**src/rtl/sram_axi_responder_if.sv**
```systemverilog
// rtl/sram_axi_responder_if.sv - AXI4 slave channel bundle for sram_axi_responder
interface sram_axi_responder_if #(
   parameter int ID_WIDTH = 4
);
   logic [ID_WIDTH-1:0] S_AXI_AWID;
   logic [31:0]         S_AXI_AWADDR;
   logic [7:0]          S_AXI_AWLEN;
   logic [2:0]          S_AXI_AWSIZE;
   logic [1:0]          S_AXI_AWBURST;
   logic                S_AXI_AWVALID;
   logic                S_AXI_AWREADY;

   logic [31:0]         S_AXI_WDATA;
   logic [3:0]          S_AXI_WSTRB;
   logic                S_AXI_WLAST;
   logic                S_AXI_WVALID;
   logic                S_AXI_WREADY;

   logic [ID_WIDTH-1:0] S_AXI_BID;
   logic [1:0]          S_AXI_BRESP;
   logic                S_AXI_BVALID;
   logic                S_AXI_BREADY;

   logic [ID_WIDTH-1:0] S_AXI_ARID;
   logic [31:0]         S_AXI_ARADDR;
   logic [7:0]          S_AXI_ARLEN;
   logic [2:0]          S_AXI_ARSIZE;
   logic [1:0]          S_AXI_ARBURST;
   logic                S_AXI_ARVALID;
   logic                S_AXI_ARREADY;

   logic [ID_WIDTH-1:0] S_AXI_RID;
   logic [31:0]         S_AXI_RDATA;
   logic [1:0]          S_AXI_RRESP;
   logic                S_AXI_RLAST;
   logic                S_AXI_RVALID;
   logic                S_AXI_RREADY;

   modport slave (
      input  S_AXI_AWID, S_AXI_AWADDR, S_AXI_AWLEN, S_AXI_AWSIZE, S_AXI_AWBURST, S_AXI_AWVALID,
      output S_AXI_AWREADY,
      input  S_AXI_WDATA, S_AXI_WSTRB, S_AXI_WLAST, S_AXI_WVALID,
      output S_AXI_WREADY,
      output S_AXI_BID, S_AXI_BRESP, S_AXI_BVALID,
      input  S_AXI_BREADY,
      input  S_AXI_ARID, S_AXI_ARADDR, S_AXI_ARLEN, S_AXI_ARSIZE, S_AXI_ARBURST, S_AXI_ARVALID,
      output S_AXI_ARREADY,
      output S_AXI_RID, S_AXI_RDATA, S_AXI_RRESP, S_AXI_RLAST, S_AXI_RVALID,
      input  S_AXI_RREADY
   );

   modport master (
      output S_AXI_AWID, S_AXI_AWADDR, S_AXI_AWLEN, S_AXI_AWSIZE, S_AXI_AWBURST, S_AXI_AWVALID,
      input  S_AXI_AWREADY,
      output S_AXI_WDATA, S_AXI_WSTRB, S_AXI_WLAST, S_AXI_WVALID,
      input  S_AXI_WREADY,
      input  S_AXI_BID, S_AXI_BRESP, S_AXI_BVALID,
      output S_AXI_BREADY,
      output S_AXI_ARID, S_AXI_ARADDR, S_AXI_ARLEN, S_AXI_ARSIZE, S_AXI_ARBURST, S_AXI_ARVALID,
      input  S_AXI_ARREADY,
      input  S_AXI_RID, S_AXI_RDATA, S_AXI_RRESP, S_AXI_RLAST, S_AXI_RVALID,
      output S_AXI_RREADY
   );
endinterface

```
**src/rtl/sram_axi_responder.sv**
```systemverilog
// rtl/sram_axi_responder.sv - AXI4 slave serving one burst at a time from a 32-bit async SRAM
// WRAP burst support is enabled by defining SRAM_AXI_RESP_WRAP_EN.
module sram_axi_responder #(
   parameter int ID_WIDTH    = 4,
   parameter int WAIT_CYCLES = 1
) (
   input  logic                ACLK,
   input  logic                ARESET,
   sram_axi_responder_if.slave s_axi,
   output logic [19:0]         sram_addr,
   output logic [31:0]         sram_dq_o,
   input  logic [31:0]         sram_dq_i,
   output logic                sram_dq_oe,
   output logic                sram_ce_n,
   output logic                sram_oe_n,
   output logic                sram_we_n,
   output logic [3:0]          sram_be_n
);
`ifdef SRAM_AXI_RESP_WRAP_EN
   localparam logic LP_WRAP_EN = 1'b1;
`else
   localparam logic LP_WRAP_EN = 1'b0;
`endif
   localparam logic [2:0] LP_WAIT   = 3'(WAIT_CYCLES);
   localparam logic [1:0] LP_FIXED  = 2'b00;
   localparam logic [1:0] LP_WRAP   = 2'b10;
   localparam logic [1:0] LP_RSVD   = 2'b11;
   localparam logic [1:0] LP_SLVERR = 2'b10;

   typedef enum logic [2:0] {
      S_IDLE,
      S_WR_DATA,
      S_WR_STROBE,
      S_WR_RESP,
      S_RD_STROBE,
      S_RD_RESP
   } state_t;

   state_t              r_state;
   state_t              w_next;

   logic [ID_WIDTH-1:0] r_id;
   logic [19:0]         r_addr;
   logic [7:0]          r_len;
   logic [7:0]          r_beat;
   logic [1:0]          r_burst;
   logic [2:0]          r_wait;
   logic                r_burst_err;
   logic                r_last_err;
   logic                r_prefer_rd;
   logic [31:0]         r_wdata;
   logic [3:0]          r_wstrb;
   logic [31:0]         r_rdata;

   logic                w_idle;
   logic                w_aw_pick;
   logic                w_aw_hs;
   logic                w_ar_hs;
   logic [ID_WIDTH-1:0] w_req_id;
   logic [31:0]         w_req_addr;
   logic [7:0]          w_req_len;
   logic [2:0]          w_req_size;
   logic [1:0]          w_req_burst;
   logic                w_req_len_ok;
   logic                w_req_err;
   logic                w_strobe_done;
   logic                w_last_beat;
   logic [19:0]         w_wrap_mask;
   logic [19:0]         w_addr_next;
   logic                w_unused_addr_bits;

   // Round-robin between channels: a lone request always wins, a tie goes to the side not served last.
   assign w_idle    = (r_state == S_IDLE) && !ARESET;
   assign w_aw_pick = s_axi.S_AXI_AWVALID && (!s_axi.S_AXI_ARVALID || !r_prefer_rd);
   assign w_aw_hs   = w_idle && w_aw_pick;
   assign w_ar_hs   = w_idle && !w_aw_pick && s_axi.S_AXI_ARVALID;

   assign w_req_id    = w_aw_pick ? s_axi.S_AXI_AWID    : s_axi.S_AXI_ARID;
   assign w_req_addr  = w_aw_pick ? s_axi.S_AXI_AWADDR  : s_axi.S_AXI_ARADDR;
   assign w_req_len   = w_aw_pick ? s_axi.S_AXI_AWLEN   : s_axi.S_AXI_ARLEN;
   assign w_req_size  = w_aw_pick ? s_axi.S_AXI_AWSIZE  : s_axi.S_AXI_ARSIZE;
   assign w_req_burst = w_aw_pick ? s_axi.S_AXI_AWBURST : s_axi.S_AXI_ARBURST;

   assign w_req_len_ok = (w_req_len == 8'd1) || (w_req_len == 8'd3) ||
                         (w_req_len == 8'd7) || (w_req_len == 8'd15);
   assign w_req_err    = (w_req_size != 3'd2) || (w_req_burst == LP_RSVD) ||
                         ((w_req_burst == LP_WRAP) && !(LP_WRAP_EN && w_req_len_ok));

   assign w_strobe_done = (r_wait == LP_WAIT);
   assign w_last_beat   = (r_beat == r_len);
   assign w_wrap_mask   = {12'd0, r_len};

   assign w_unused_addr_bits = &{1'b0, s_axi.S_AXI_AWADDR[31:22], s_axi.S_AXI_AWADDR[1:0],
                                 s_axi.S_AXI_ARADDR[31:22], s_axi.S_AXI_ARADDR[1:0]};

   always_comb begin
      w_addr_next = r_addr + 20'd1;
      if (r_burst == LP_FIXED) begin
         w_addr_next = r_addr;
      end else if ((r_burst == LP_WRAP) && LP_WRAP_EN) begin
         w_addr_next = (r_addr & ~w_wrap_mask) | ((r_addr + 20'd1) & w_wrap_mask);
      end
   end

   always_ff @(posedge ACLK) begin
      if (ARESET) begin
         r_state <= S_IDLE;
      end else begin
         r_state <= w_next;
      end
   end

   always_comb begin
      w_next                = r_state;
      s_axi.S_AXI_AWREADY   = w_aw_hs;
      s_axi.S_AXI_ARREADY   = w_ar_hs;
      s_axi.S_AXI_WREADY    = 1'b0;
      s_axi.S_AXI_BVALID    = 1'b0;
      s_axi.S_AXI_BID       = r_id;
      s_axi.S_AXI_BRESP     = 2'b00;
      s_axi.S_AXI_RVALID    = 1'b0;
      s_axi.S_AXI_RID       = r_id;
      s_axi.S_AXI_RDATA     = r_rdata;
      s_axi.S_AXI_RRESP     = 2'b00;
      s_axi.S_AXI_RLAST     = 1'b0;
      sram_addr             = r_addr;
      sram_dq_o             = r_wdata;
      sram_dq_oe            = 1'b0;
      sram_ce_n             = 1'b1;
      sram_oe_n             = 1'b1;
      sram_we_n             = 1'b1;
      sram_be_n             = 4'hF;
      case (r_state)
         S_IDLE: begin
            if (w_aw_hs) begin
               w_next = S_WR_DATA;
            end else if (w_ar_hs) begin
               w_next = S_RD_STROBE;
            end
         end
         S_WR_DATA: begin
            s_axi.S_AXI_WREADY = 1'b1;
            if (s_axi.S_AXI_WVALID) begin
               w_next = S_WR_STROBE;
            end
         end
         S_WR_STROBE: begin
            // Error bursts keep the beat timing but never touch the SRAM.
            if (!r_burst_err) begin
               sram_ce_n  = 1'b0;
               sram_we_n  = 1'b0;
               sram_dq_oe = 1'b1;
               sram_be_n  = ~r_wstrb;
            end
            if (w_strobe_done) begin
               w_next = w_last_beat ? S_WR_RESP : S_WR_DATA;
            end
         end
         S_WR_RESP: begin
            s_axi.S_AXI_BVALID = 1'b1;
            s_axi.S_AXI_BRESP  = (r_burst_err || r_last_err) ? LP_SLVERR : 2'b00;
            if (s_axi.S_AXI_BREADY) begin
               w_next = S_IDLE;
            end
         end
         S_RD_STROBE: begin
            if (!r_burst_err) begin
               sram_ce_n = 1'b0;
               sram_oe_n = 1'b0;
               sram_be_n = 4'h0;
            end
            if (w_strobe_done) begin
               w_next = S_RD_RESP;
            end
         end
         S_RD_RESP: begin
            s_axi.S_AXI_RVALID = 1'b1;
            s_axi.S_AXI_RRESP  = r_burst_err ? LP_SLVERR : 2'b00;
            s_axi.S_AXI_RLAST  = w_last_beat;
            if (s_axi.S_AXI_RREADY) begin
               w_next = w_last_beat ? S_IDLE : S_RD_STROBE;
            end
         end
         default: w_next = S_IDLE;
      endcase
   end

   always_ff @(posedge ACLK) begin
      if (ARESET) begin
         r_id        <= '0;
         r_addr      <= '0;
         r_len       <= '0;
         r_beat      <= '0;
         r_burst     <= '0;
         r_wait      <= '0;
         r_burst_err <= 1'b0;
         r_last_err  <= 1'b0;
         r_prefer_rd <= 1'b0;
         r_wdata     <= '0;
         r_wstrb     <= '0;
         r_rdata     <= '0;
      end else begin
         if (w_aw_hs || w_ar_hs) begin
            r_id        <= w_req_id;
            r_addr      <= w_req_addr[21:2];
            r_len       <= w_req_len;
            r_burst     <= w_req_burst;
            r_beat      <= '0;
            r_wait      <= '0;
            r_burst_err <= w_req_err;
            r_last_err  <= 1'b0;
            r_prefer_rd <= w_aw_hs;
         end
         case (r_state)
            S_WR_DATA: begin
               if (s_axi.S_AXI_WVALID) begin
                  r_wdata <= s_axi.S_AXI_WDATA;
                  r_wstrb <= s_axi.S_AXI_WSTRB;
                  r_wait  <= '0;
                  if (s_axi.S_AXI_WLAST != w_last_beat) begin
                     r_last_err <= 1'b1;
                  end
               end
            end
            S_WR_STROBE: begin
               if (!w_strobe_done) begin
                  r_wait <= r_wait + 3'd1;
               end else if (!w_last_beat) begin
                  r_addr <= w_addr_next;
                  r_beat <= r_beat + 8'd1;
               end
            end
            S_RD_STROBE: begin
               if (!w_strobe_done) begin
                  r_wait <= r_wait + 3'd1;
               end else begin
                  r_rdata <= r_burst_err ? 32'd0 : sram_dq_i;
               end
            end
            S_RD_RESP: begin
               if (s_axi.S_AXI_RREADY && !w_last_beat) begin
                  r_addr <= w_addr_next;
                  r_beat <= r_beat + 8'd1;
                  r_wait <= '0;
               end
            end
            default: ;
         endcase
      end
   end
endmodule

```
**src/flat_wrapper.sv**
```systemverilog
// flat-port wrapper written by rule: the top's interface ports become plain ports
module sram_axi_responder_flat 
#(
   parameter int ID_WIDTH    = 4,
   parameter int WAIT_CYCLES = 1
)
  (ACLK, ARESET, sram_addr, sram_dq_o, sram_dq_i, sram_dq_oe, sram_ce_n, sram_oe_n, sram_we_n, sram_be_n, s_axi_S_AXI_AWID, s_axi_S_AXI_AWADDR, s_axi_S_AXI_AWLEN, s_axi_S_AXI_AWSIZE, s_axi_S_AXI_AWBURST, s_axi_S_AXI_AWVALID, s_axi_S_AXI_AWREADY, s_axi_S_AXI_WDATA, s_axi_S_AXI_WSTRB, s_axi_S_AXI_WLAST, s_axi_S_AXI_WVALID, s_axi_S_AXI_WREADY, s_axi_S_AXI_BID, s_axi_S_AXI_BRESP, s_axi_S_AXI_BVALID, s_axi_S_AXI_BREADY, s_axi_S_AXI_ARID, s_axi_S_AXI_ARADDR, s_axi_S_AXI_ARLEN, s_axi_S_AXI_ARSIZE, s_axi_S_AXI_ARBURST, s_axi_S_AXI_ARVALID, s_axi_S_AXI_ARREADY, s_axi_S_AXI_RID, s_axi_S_AXI_RDATA, s_axi_S_AXI_RRESP, s_axi_S_AXI_RLAST, s_axi_S_AXI_RVALID, s_axi_S_AXI_RREADY);
  sram_axi_responder_if #(.ID_WIDTH(ID_WIDTH)) s_axi_i ();
  input  logic ACLK;
  input  logic ARESET;
  output logic [19:0] sram_addr;
  output logic [31:0] sram_dq_o;
  input  logic [31:0] sram_dq_i;
  output logic sram_dq_oe;
  output logic sram_ce_n;
  output logic sram_oe_n;
  output logic sram_we_n;
  output logic [3:0] sram_be_n;
  input wire logic [$bits(s_axi_i.S_AXI_AWID)-1:0] s_axi_S_AXI_AWID;
  input wire logic [$bits(s_axi_i.S_AXI_AWADDR)-1:0] s_axi_S_AXI_AWADDR;
  input wire logic [$bits(s_axi_i.S_AXI_AWLEN)-1:0] s_axi_S_AXI_AWLEN;
  input wire logic [$bits(s_axi_i.S_AXI_AWSIZE)-1:0] s_axi_S_AXI_AWSIZE;
  input wire logic [$bits(s_axi_i.S_AXI_AWBURST)-1:0] s_axi_S_AXI_AWBURST;
  input wire logic [$bits(s_axi_i.S_AXI_AWVALID)-1:0] s_axi_S_AXI_AWVALID;
  output wire logic [$bits(s_axi_i.S_AXI_AWREADY)-1:0] s_axi_S_AXI_AWREADY;
  input wire logic [$bits(s_axi_i.S_AXI_WDATA)-1:0] s_axi_S_AXI_WDATA;
  input wire logic [$bits(s_axi_i.S_AXI_WSTRB)-1:0] s_axi_S_AXI_WSTRB;
  input wire logic [$bits(s_axi_i.S_AXI_WLAST)-1:0] s_axi_S_AXI_WLAST;
  input wire logic [$bits(s_axi_i.S_AXI_WVALID)-1:0] s_axi_S_AXI_WVALID;
  output wire logic [$bits(s_axi_i.S_AXI_WREADY)-1:0] s_axi_S_AXI_WREADY;
  output wire logic [$bits(s_axi_i.S_AXI_BID)-1:0] s_axi_S_AXI_BID;
  output wire logic [$bits(s_axi_i.S_AXI_BRESP)-1:0] s_axi_S_AXI_BRESP;
  output wire logic [$bits(s_axi_i.S_AXI_BVALID)-1:0] s_axi_S_AXI_BVALID;
  input wire logic [$bits(s_axi_i.S_AXI_BREADY)-1:0] s_axi_S_AXI_BREADY;
  input wire logic [$bits(s_axi_i.S_AXI_ARID)-1:0] s_axi_S_AXI_ARID;
  input wire logic [$bits(s_axi_i.S_AXI_ARADDR)-1:0] s_axi_S_AXI_ARADDR;
  input wire logic [$bits(s_axi_i.S_AXI_ARLEN)-1:0] s_axi_S_AXI_ARLEN;
  input wire logic [$bits(s_axi_i.S_AXI_ARSIZE)-1:0] s_axi_S_AXI_ARSIZE;
  input wire logic [$bits(s_axi_i.S_AXI_ARBURST)-1:0] s_axi_S_AXI_ARBURST;
  input wire logic [$bits(s_axi_i.S_AXI_ARVALID)-1:0] s_axi_S_AXI_ARVALID;
  output wire logic [$bits(s_axi_i.S_AXI_ARREADY)-1:0] s_axi_S_AXI_ARREADY;
  output wire logic [$bits(s_axi_i.S_AXI_RID)-1:0] s_axi_S_AXI_RID;
  output wire logic [$bits(s_axi_i.S_AXI_RDATA)-1:0] s_axi_S_AXI_RDATA;
  output wire logic [$bits(s_axi_i.S_AXI_RRESP)-1:0] s_axi_S_AXI_RRESP;
  output wire logic [$bits(s_axi_i.S_AXI_RLAST)-1:0] s_axi_S_AXI_RLAST;
  output wire logic [$bits(s_axi_i.S_AXI_RVALID)-1:0] s_axi_S_AXI_RVALID;
  input wire logic [$bits(s_axi_i.S_AXI_RREADY)-1:0] s_axi_S_AXI_RREADY;
  assign s_axi_i.S_AXI_AWID = s_axi_S_AXI_AWID;
  assign s_axi_i.S_AXI_AWADDR = s_axi_S_AXI_AWADDR;
  assign s_axi_i.S_AXI_AWLEN = s_axi_S_AXI_AWLEN;
  assign s_axi_i.S_AXI_AWSIZE = s_axi_S_AXI_AWSIZE;
  assign s_axi_i.S_AXI_AWBURST = s_axi_S_AXI_AWBURST;
  assign s_axi_i.S_AXI_AWVALID = s_axi_S_AXI_AWVALID;
  assign s_axi_S_AXI_AWREADY = s_axi_i.S_AXI_AWREADY;
  assign s_axi_i.S_AXI_WDATA = s_axi_S_AXI_WDATA;
  assign s_axi_i.S_AXI_WSTRB = s_axi_S_AXI_WSTRB;
  assign s_axi_i.S_AXI_WLAST = s_axi_S_AXI_WLAST;
  assign s_axi_i.S_AXI_WVALID = s_axi_S_AXI_WVALID;
  assign s_axi_S_AXI_WREADY = s_axi_i.S_AXI_WREADY;
  assign s_axi_S_AXI_BID = s_axi_i.S_AXI_BID;
  assign s_axi_S_AXI_BRESP = s_axi_i.S_AXI_BRESP;
  assign s_axi_S_AXI_BVALID = s_axi_i.S_AXI_BVALID;
  assign s_axi_i.S_AXI_BREADY = s_axi_S_AXI_BREADY;
  assign s_axi_i.S_AXI_ARID = s_axi_S_AXI_ARID;
  assign s_axi_i.S_AXI_ARADDR = s_axi_S_AXI_ARADDR;
  assign s_axi_i.S_AXI_ARLEN = s_axi_S_AXI_ARLEN;
  assign s_axi_i.S_AXI_ARSIZE = s_axi_S_AXI_ARSIZE;
  assign s_axi_i.S_AXI_ARBURST = s_axi_S_AXI_ARBURST;
  assign s_axi_i.S_AXI_ARVALID = s_axi_S_AXI_ARVALID;
  assign s_axi_S_AXI_ARREADY = s_axi_i.S_AXI_ARREADY;
  assign s_axi_S_AXI_RID = s_axi_i.S_AXI_RID;
  assign s_axi_S_AXI_RDATA = s_axi_i.S_AXI_RDATA;
  assign s_axi_S_AXI_RRESP = s_axi_i.S_AXI_RRESP;
  assign s_axi_S_AXI_RLAST = s_axi_i.S_AXI_RLAST;
  assign s_axi_S_AXI_RVALID = s_axi_i.S_AXI_RVALID;
  assign s_axi_i.S_AXI_RREADY = s_axi_S_AXI_RREADY;
  sram_axi_responder #(.ID_WIDTH(ID_WIDTH), .WAIT_CYCLES(WAIT_CYCLES)) u_core (.ACLK(ACLK), .ARESET(ARESET), .s_axi(s_axi_i), .sram_addr(sram_addr), .sram_dq_o(sram_dq_o), .sram_dq_i(sram_dq_i), .sram_dq_oe(sram_dq_oe), .sram_ce_n(sram_ce_n), .sram_oe_n(sram_oe_n), .sram_we_n(sram_we_n), .sram_be_n(sram_be_n));
endmodule
```
**config.mk**
```make
export PLATFORM = sky130hd
export DESIGN_NAME = sram_axi_responder_flat
export DESIGN_NICKNAME = d
export VERILOG_FILES = /design/src/rtl/sram_axi_responder_if.sv /design/src/rtl/sram_axi_responder.sv /design/src/flat_wrapper.sv
export SDC_FILE = /design/constraint.sdc
export NUM_CORES = 1
export LEC_CHECK = 0
export ABC_CLOCK_PERIOD_IN_PS = 2250
export BUFFER_PORTS_ARGS = -buffer_cell sky130_fd_sc_hd__clkbuf_2
export CORE_MARGIN = 2
export CORE_UTILIZATION = 45
export CTS_CLUSTER_DIAMETER = 80
export DETAILED_ROUTE_END_ITERATION = 12
export PLACE_DENSITY = 0.84
export SKIP_CTS_REPAIR_TIMING = 1
export SYNTH_ARGS = -nofsm -noshare
export SYNTH_HDL_FRONTEND = slang
export SYNTH_SLANG_ARGS = --single-unit
```
**constraint.sdc**
```tcl
create_clock -name ACLK -period 2.25 [get_ports ACLK]
set_clock_uncertainty 0.1 [all_clocks]
set_input_delay 0.1125 -clock ACLK [delete_from_list [all_inputs] [get_ports ACLK]]
set_output_delay 0.1125 -clock ACLK [all_outputs]
set_load 0.05 [all_outputs]
```
# Yosys cells after proc, flatten, opt, wreduce, memory -nomap -nowiden
# Cells that the tools add are included.
# Widths: inputs -> output; s select.
[totals] output_inout_bits=110 word_cells=109 inputBits=174 reg_bits=119
[op_classes] n_mux=53 n_eq_ne=17 addsub=3 bitwise=1 reduce_logical=22
[op_table] op="$mux 20" count=5
[op_table] op="$mux 8" count=5
[op_table] op="$pmux 20 s2" count=1
[op_table] op="$mux 3" count=13
[op_table] op="$mux 32" count=1
[op_table] op="$mux 22" count=1
[op_table] op="$add 20x1->20 const B" count=1
[op_table] op="$pmux 3 s6" count=1
[op_table] op="$pmux 8 s2" count=1
[op_table] op="$mux 1" count=14
[op_table] op="$mux 2" count=6
[op_table] op="$mux 4" count=3
[op_table] op="$pmux 3 s3" count=1
[op_table] op="$add 8x1->8 const B" count=1
[op_table] op="$eq 8x8->1" count=1
[op_table] op="$pmux 4 s2" count=1
[op_table] op="$eq 3x1->1 const B" count=2
[op_table] op="$eq 3x2->1 const B" count=2
[op_table] op="$eq 3x3->1 const B" count=2
[op_table] op="$logic_and 1x1->1" count=6
[op_table] op="$ne 2x2->1 const B" count=3
[op_table] op="$reduce_and 6->1" count=1
[op_table] op="$logic_not 1->1" count=5
[op_table] op="$logic_or 1x1->1" count=5
[op_table] op="11 further kinds" count=14

# Depth between registers and ports, before layout
[logic_depth] ltp_word=11 ltp_mapped=8 ltp_nobuf=7

# Worst setup path before layout
# OpenSTA, ideal clock, no wires.
[synth_path] path_type="flip-flop to output port" start="reg u_core.r_state[1]" end="out sram_we_n" required_time_ns=2.037 arrival_ns=3.067 path_slack_ns=-1.029 path_buffers=2 path_stages_with_launch=6 cell_sequence="dfxtp_1 > buf_6 > clkbuf_1 > inv_1 > nor4_1 > inv_1"
[synth_between] elab_chain_len=2
[synth_rtl] element="from (decl)" line="sram_axi_responder.sv:39" rtl="state_t r_state;"
[synth_rtl] element="from (signal assigned)" line="sram_axi_responder.sv:109" rtl="r_state <= w_next;"
[synth_rtl] element="$eq 3x2->1" line="sram_axi_responder.sv:133" rtl="case (r_state)"
[synth_rtl] element="$mux 1" line="sram_axi_responder.sv:133"
[synth_rtl] element="to (decl)" line="flat_wrapper.sv:17" rtl="output logic sram_we_n;"
# No other way between the ends.

# Worst setup path in the final report
[layout_path] start="reg u_core.r_len[6]" end="out s_axi_S_AXI_RLAST"
[layout_between] elab_chain_len=2
[layout_rtl] element="from (decl)" line="sram_axi_responder.sv:44" rtl="logic [7:0] r_len;"
[layout_rtl] element="from (signal assigned)" line="sram_axi_responder.sv:206" rtl="r_len <= w_req_len;"
[layout_rtl] element="$eq 8x8->1" line="sram_axi_responder.sv:90" rtl="assign w_last_beat = (r_beat == r_len);"
[layout_rtl] element="$mux 1" line="sram_axi_responder.sv:133"
[layout_rtl] element="to (decl)" line="flat_wrapper.sv:45" rtl="output wire logic [$bits(s_axi_i.S_AXI_RLAST)-1:0] s_axi_S_AXI_RLAST;"
# No other way between the ends.

==> results.md <==
- The number of clock sinks is ~120.
- In this run, the clock network consumes ~28% of the power.
- Counting every instance in the synthesized netlist gives between 700 and 800.
- In this run the deepest clock path goes through 2 buffers.
- The clock edge transition at the registers on the reported setup and hold paths is ~50 ps.
- In this run the tool buffered the top-level ports with roughly 260 buffer cells.
- Once the floorplan was initialized, standard cells occupied roughly 46% of the core.
- The max-slew violation total from the final report is 0.
- The critical path endpoint category is an output port.
- The detailed router placed 7319 vias in this run.
- In the finished design, the share of the clock period the worst path needs comes to a little over nine tenths.
- The final net count is around 1.3k.
- The number of nets with antenna violations after detailed routing is 0.
- The Yosys step of the flow raised 0 warnings.
- The core box area is roughly 13000 sq um.
- The analysis attributes to cell leakage a power of just over 4 nW.
- Sequential cells burn 28.6% of the power.
- The internal portion of the total power is 5.50 mW.
- The H-tree was split into 4 levels.
- The count of cell types in the netlist is 67.
- The top fanout value on the critical path is 6.
- The combinational cell fraction of total power is a little over two fifths.
- Timing would allow up to 458 MHz.
- The wire length reported by the detailed router is 21300 microns.
- Global routing finished with a remaining overflow of 0.
- The first routing iteration left 521 violations.
- The number of antenna violations at the first check in global routing is 0.
- The number of remaining DRC errors is 0.
- The relative area change from synthesis to final layout is 56.0%.
- The via count of the first global-routing pass is approximately 6k.
- The repair_antennas step left the layout with diodes totalling 0.
- The proportion of layout cells with a drive suffix above 1 is a little under a third.
- The first global-routing pass estimated about 29000 microns of wire.
- Dividing the detail-routed via count by the number of cells gives roughly 5.5.
- Setup violations remaining at the end of the flow were counted as 0.
- The number of inserted filler cells in the final layout is approximately 970.
- By area, the combinational part of the netlist is dominated by simple AND/OR/NAND/NOR gates.
- The total routing resource utilization after global routing is 24.6%.
- Counting flops with a built-in enable in the synthesized netlist gives 0.
- TritonCTS built the clock tree.
- The die is 120 microns wide.
- The max-cap violation count is 0.
- STA puts the critical path data required time at between 2000 and 2500 ps.
- The worst slew margin relative to its limit is 47.3%.
- At the end of routability-driven placement, the weighted congestion stood at about 0.88.
- ~280 I/O pins were placed.
- The classification of the worst-slack hold path is in -> reg.
- The flip-flop cell with the highest count after synthesis is dfxtp_1.
- The critical path start-end classification is reg -> out.
- The maximum number of pins on one net before global-route repair is approximately 80.
- Setup repair after global routing could not meet its margin everywhere.
- The total count of hold-check failures in the final report is 2.
- Buffers inserted during clock tree synthesis total 17.
- In the final layout, flip-flops and latches occupy approximately 2400 sq um.
- The final reports fail on negative hold slack.
- The run finished, with violations left.
- The floorplan has 42 rows.
- The routed length per instance is 15.9 microns.
- The multi-input combinational cells in the finished layout cover a total of 3370 sq um.
- The synthesized design devotes to its leading area cell type about two fifths of total area.
- After synthesis the netlist holds a flip-flop and latch count of about 120.
- The buffer cell driving the clock tree root is clkbuf_16.
- Summing the areas of all and, or, nand and nor instances in the mapped netlist gives a little under 30% of the synthesized area.
- The worst path meets setup with around 67 ps of slack.
- The number of iterations in the first detailed-routing pass is 5.
- The final hold slack is -32.9 ps.
- The switching power total is about 4 mW.
- The most area-hungry cell type in the Yosys netlist is dfxtp_1.
- The share of cell area taken by muxes after synthesis is 0.896%.
- The critical path startpoint category is a flop.
- For this run, asynchronously set or reset flops after synthesis account for 0%.
- A synthesized cell averages around 7.6 sq um.
- After layout, the minimum clock period comes to around 2200 ps.
- The die is ~120 microns tall.
- Clock latency on the worst-skew pair, taken at its later pin, is ~410 ps.
- The worst setup slack before clock tree synthesis is -173 ps.
- The maximum vdd ir drop is 0.651 mV.
- For this design the ratio of total power to cell area is between 1000 and 1500 nW/um^2.
- The transition time at the pin with the least slew margin is roughly 790 ps.
- The cell area after synthesis is approximately 6000 sq um.
- The synthesized netlist devotes 20.6% of its cell area to compound gates.
- In the post-synthesis netlist, the biggest area contributors are dfxtp_1, nand2_1, a21oi_1.
- The final core utilization is 71.3%.
- The fraction of synthesized cell area in xor and xnor cells is under 10%.
- The full die area is approximately 14000 sq um.
- The synthesized netlist devotes less than 1% of its cell area to adder and majority cells.
- For the final routed database, the setup TNS stands at 0 ps.
- The critical path arrival is just under 2000 ps.
- The HPWL after detailed placement is ~13000 microns.
- The sequential area share after synthesis is 39.7%.
- The switching share of total power is 42.2%.
[synthesized netlist by cell type (9+ instances only)]
library cell and count:
nand2_1 218, nand3b_1 33, clkbuf_1 41, and3_1 11
a311oi_1 19, buf_2 13, inv_1 9, nor2_1 34
a21oi_1 94, dfxtp_1 119, o21ai_0 19, a31oi_1 15
nor3_1 13, nand3_1 19
[layer usage]
| metal | vias to the layer above | GRT usage [%] | share of wire (%) |
|---|---|---|---|
| li1 | 3492 | - | - |
| met1 | 3401 | 30.9 | 40 |
| met2 | 385 | 41.4 | 50 |
| met4 | 0 | 8.68 | 2.4 |
| met3 | 41 | 5.47 | 7.8 |
| met5 | - | 0 | 0 |
[final cells by class]
class / count / area share, %
multi-input combinational: 594 / 36.0
timing repair buffer: 412 / 29.5
sequential: 119 / 25.4
clock buffer: 19 / 4.62
tap: 176 / 2.35
clock inverter: 13 / 1.67
inverter: 9 / 0.401
[worst paths after layout]
check / from / slack, ps / cells past startpoint / endpoint
min: s_axi_S_AXI_AWADDR[20] / -30 / 5 / u_core.sram_addr[18]$_SDFF_PP0_
max: u_core.r_len[6]$_SDFFE_PP0N_ / 70 / 6 / s_axi_S_AXI_RLAST
min reg2reg: u_core.s_axi.S_AXI_RDATA[30]$_SDFFE_PP0P_ / 350 / 2 / u_core.s_axi.S_AXI_RDATA[30]$_SDFFE_PP0P_
max reg2reg: u_core.r_wait[0]$_SDFF_PP0_ / 120 / 8 / u_core.sram_addr[7]$_SDFF_PP0_
[sequential cells by signal (all words and copies together) (netlist names)]
register	cells
u_core.s_axi.S_AXI_RDATA	32
u_core.sram_dq_o	32
u_core.sram_addr	20
u_core.r_beat	8
u_core.r_len	8
u_core.r_wstrb	4
u_core.s_axi.S_AXI_BID	4
u_core.r_state	3
u_core.r_wait	3
u_core.r_burst	2
u_core.r_burst_err	1
u_core.r_last_err	1
u_core.r_prefer_rd	1
[power by group through the flow]
stage,registers [mW],clock network [mW],logic [mW]
floorplan,3.45,0,1.99
global placement,2.74,0,3.69
detailed placement,2.76,0,3.72
CTS,2.71,2.75,3.74
global route,2.76,2.85,4.34
finish,2.73,2.72,4.07
[through the flow]
| stage | area [sq um] | std cells | power, mW |
|---|---|---|---|
| detailed placement | 7580 | 1199 | 6.48 |
| global route | 9370 | 1342 | 9.95 |
| floorplan | 6020 | 791 | 5.43 |
| CTS | 8170 | 1231 | 9.20 |
| finish | 9370 | 1342 | 9.52 |
| global placement | 7580 | 1199 | 6.43 |
[cells in the final DEF (no fill, tap or decap), drive strengths merged, types with 4 or more instances in the layout]
master	Yosys	layout
xor2	10	10
clkinvlp	0	6
nor2	35	35
nand2	218	218
dfxtp	119	119
and2	7	7
inv	9	8
nor4b	4	4
clkinv	0	5
nand4	5	5
dlygate4sd3	0	109
a21oi	95	95
nand2b	4	4
o311ai	7	7
xnor2	4	4
o31ai	5	5
or4	4	4
nand3b	33	33
nand3	19	19
o21ai	19	19
and3	11	11
a31oi	15	15
clkbuf	41	270
nor3	13	13
nor2b	6	6
a311oi	19	19
ha	4	4
buf	28	52
a211oi	4	4
nor4	10	10
[cell families after synthesis]
group | after synthesis
flip-flops | 119
multiplexers | 5
buffers and inverters | 78
AND/OR/NAND/NOR | 376
AO/OA/AOI/OAI | 193
XOR/XNOR | 14
adder cells (fa/ha/maj) | 4
other | 1
[worst max-delay path, stage by stage, from the launching register on]
cell,delay [ps]
dfxtp_1,310
xor2_1,190
nor4_4,390
buf_4,210
nand2_4,80
nor3_4,180
buf_6,190
No activity file was read; power rests on OpenSTA's default activity.
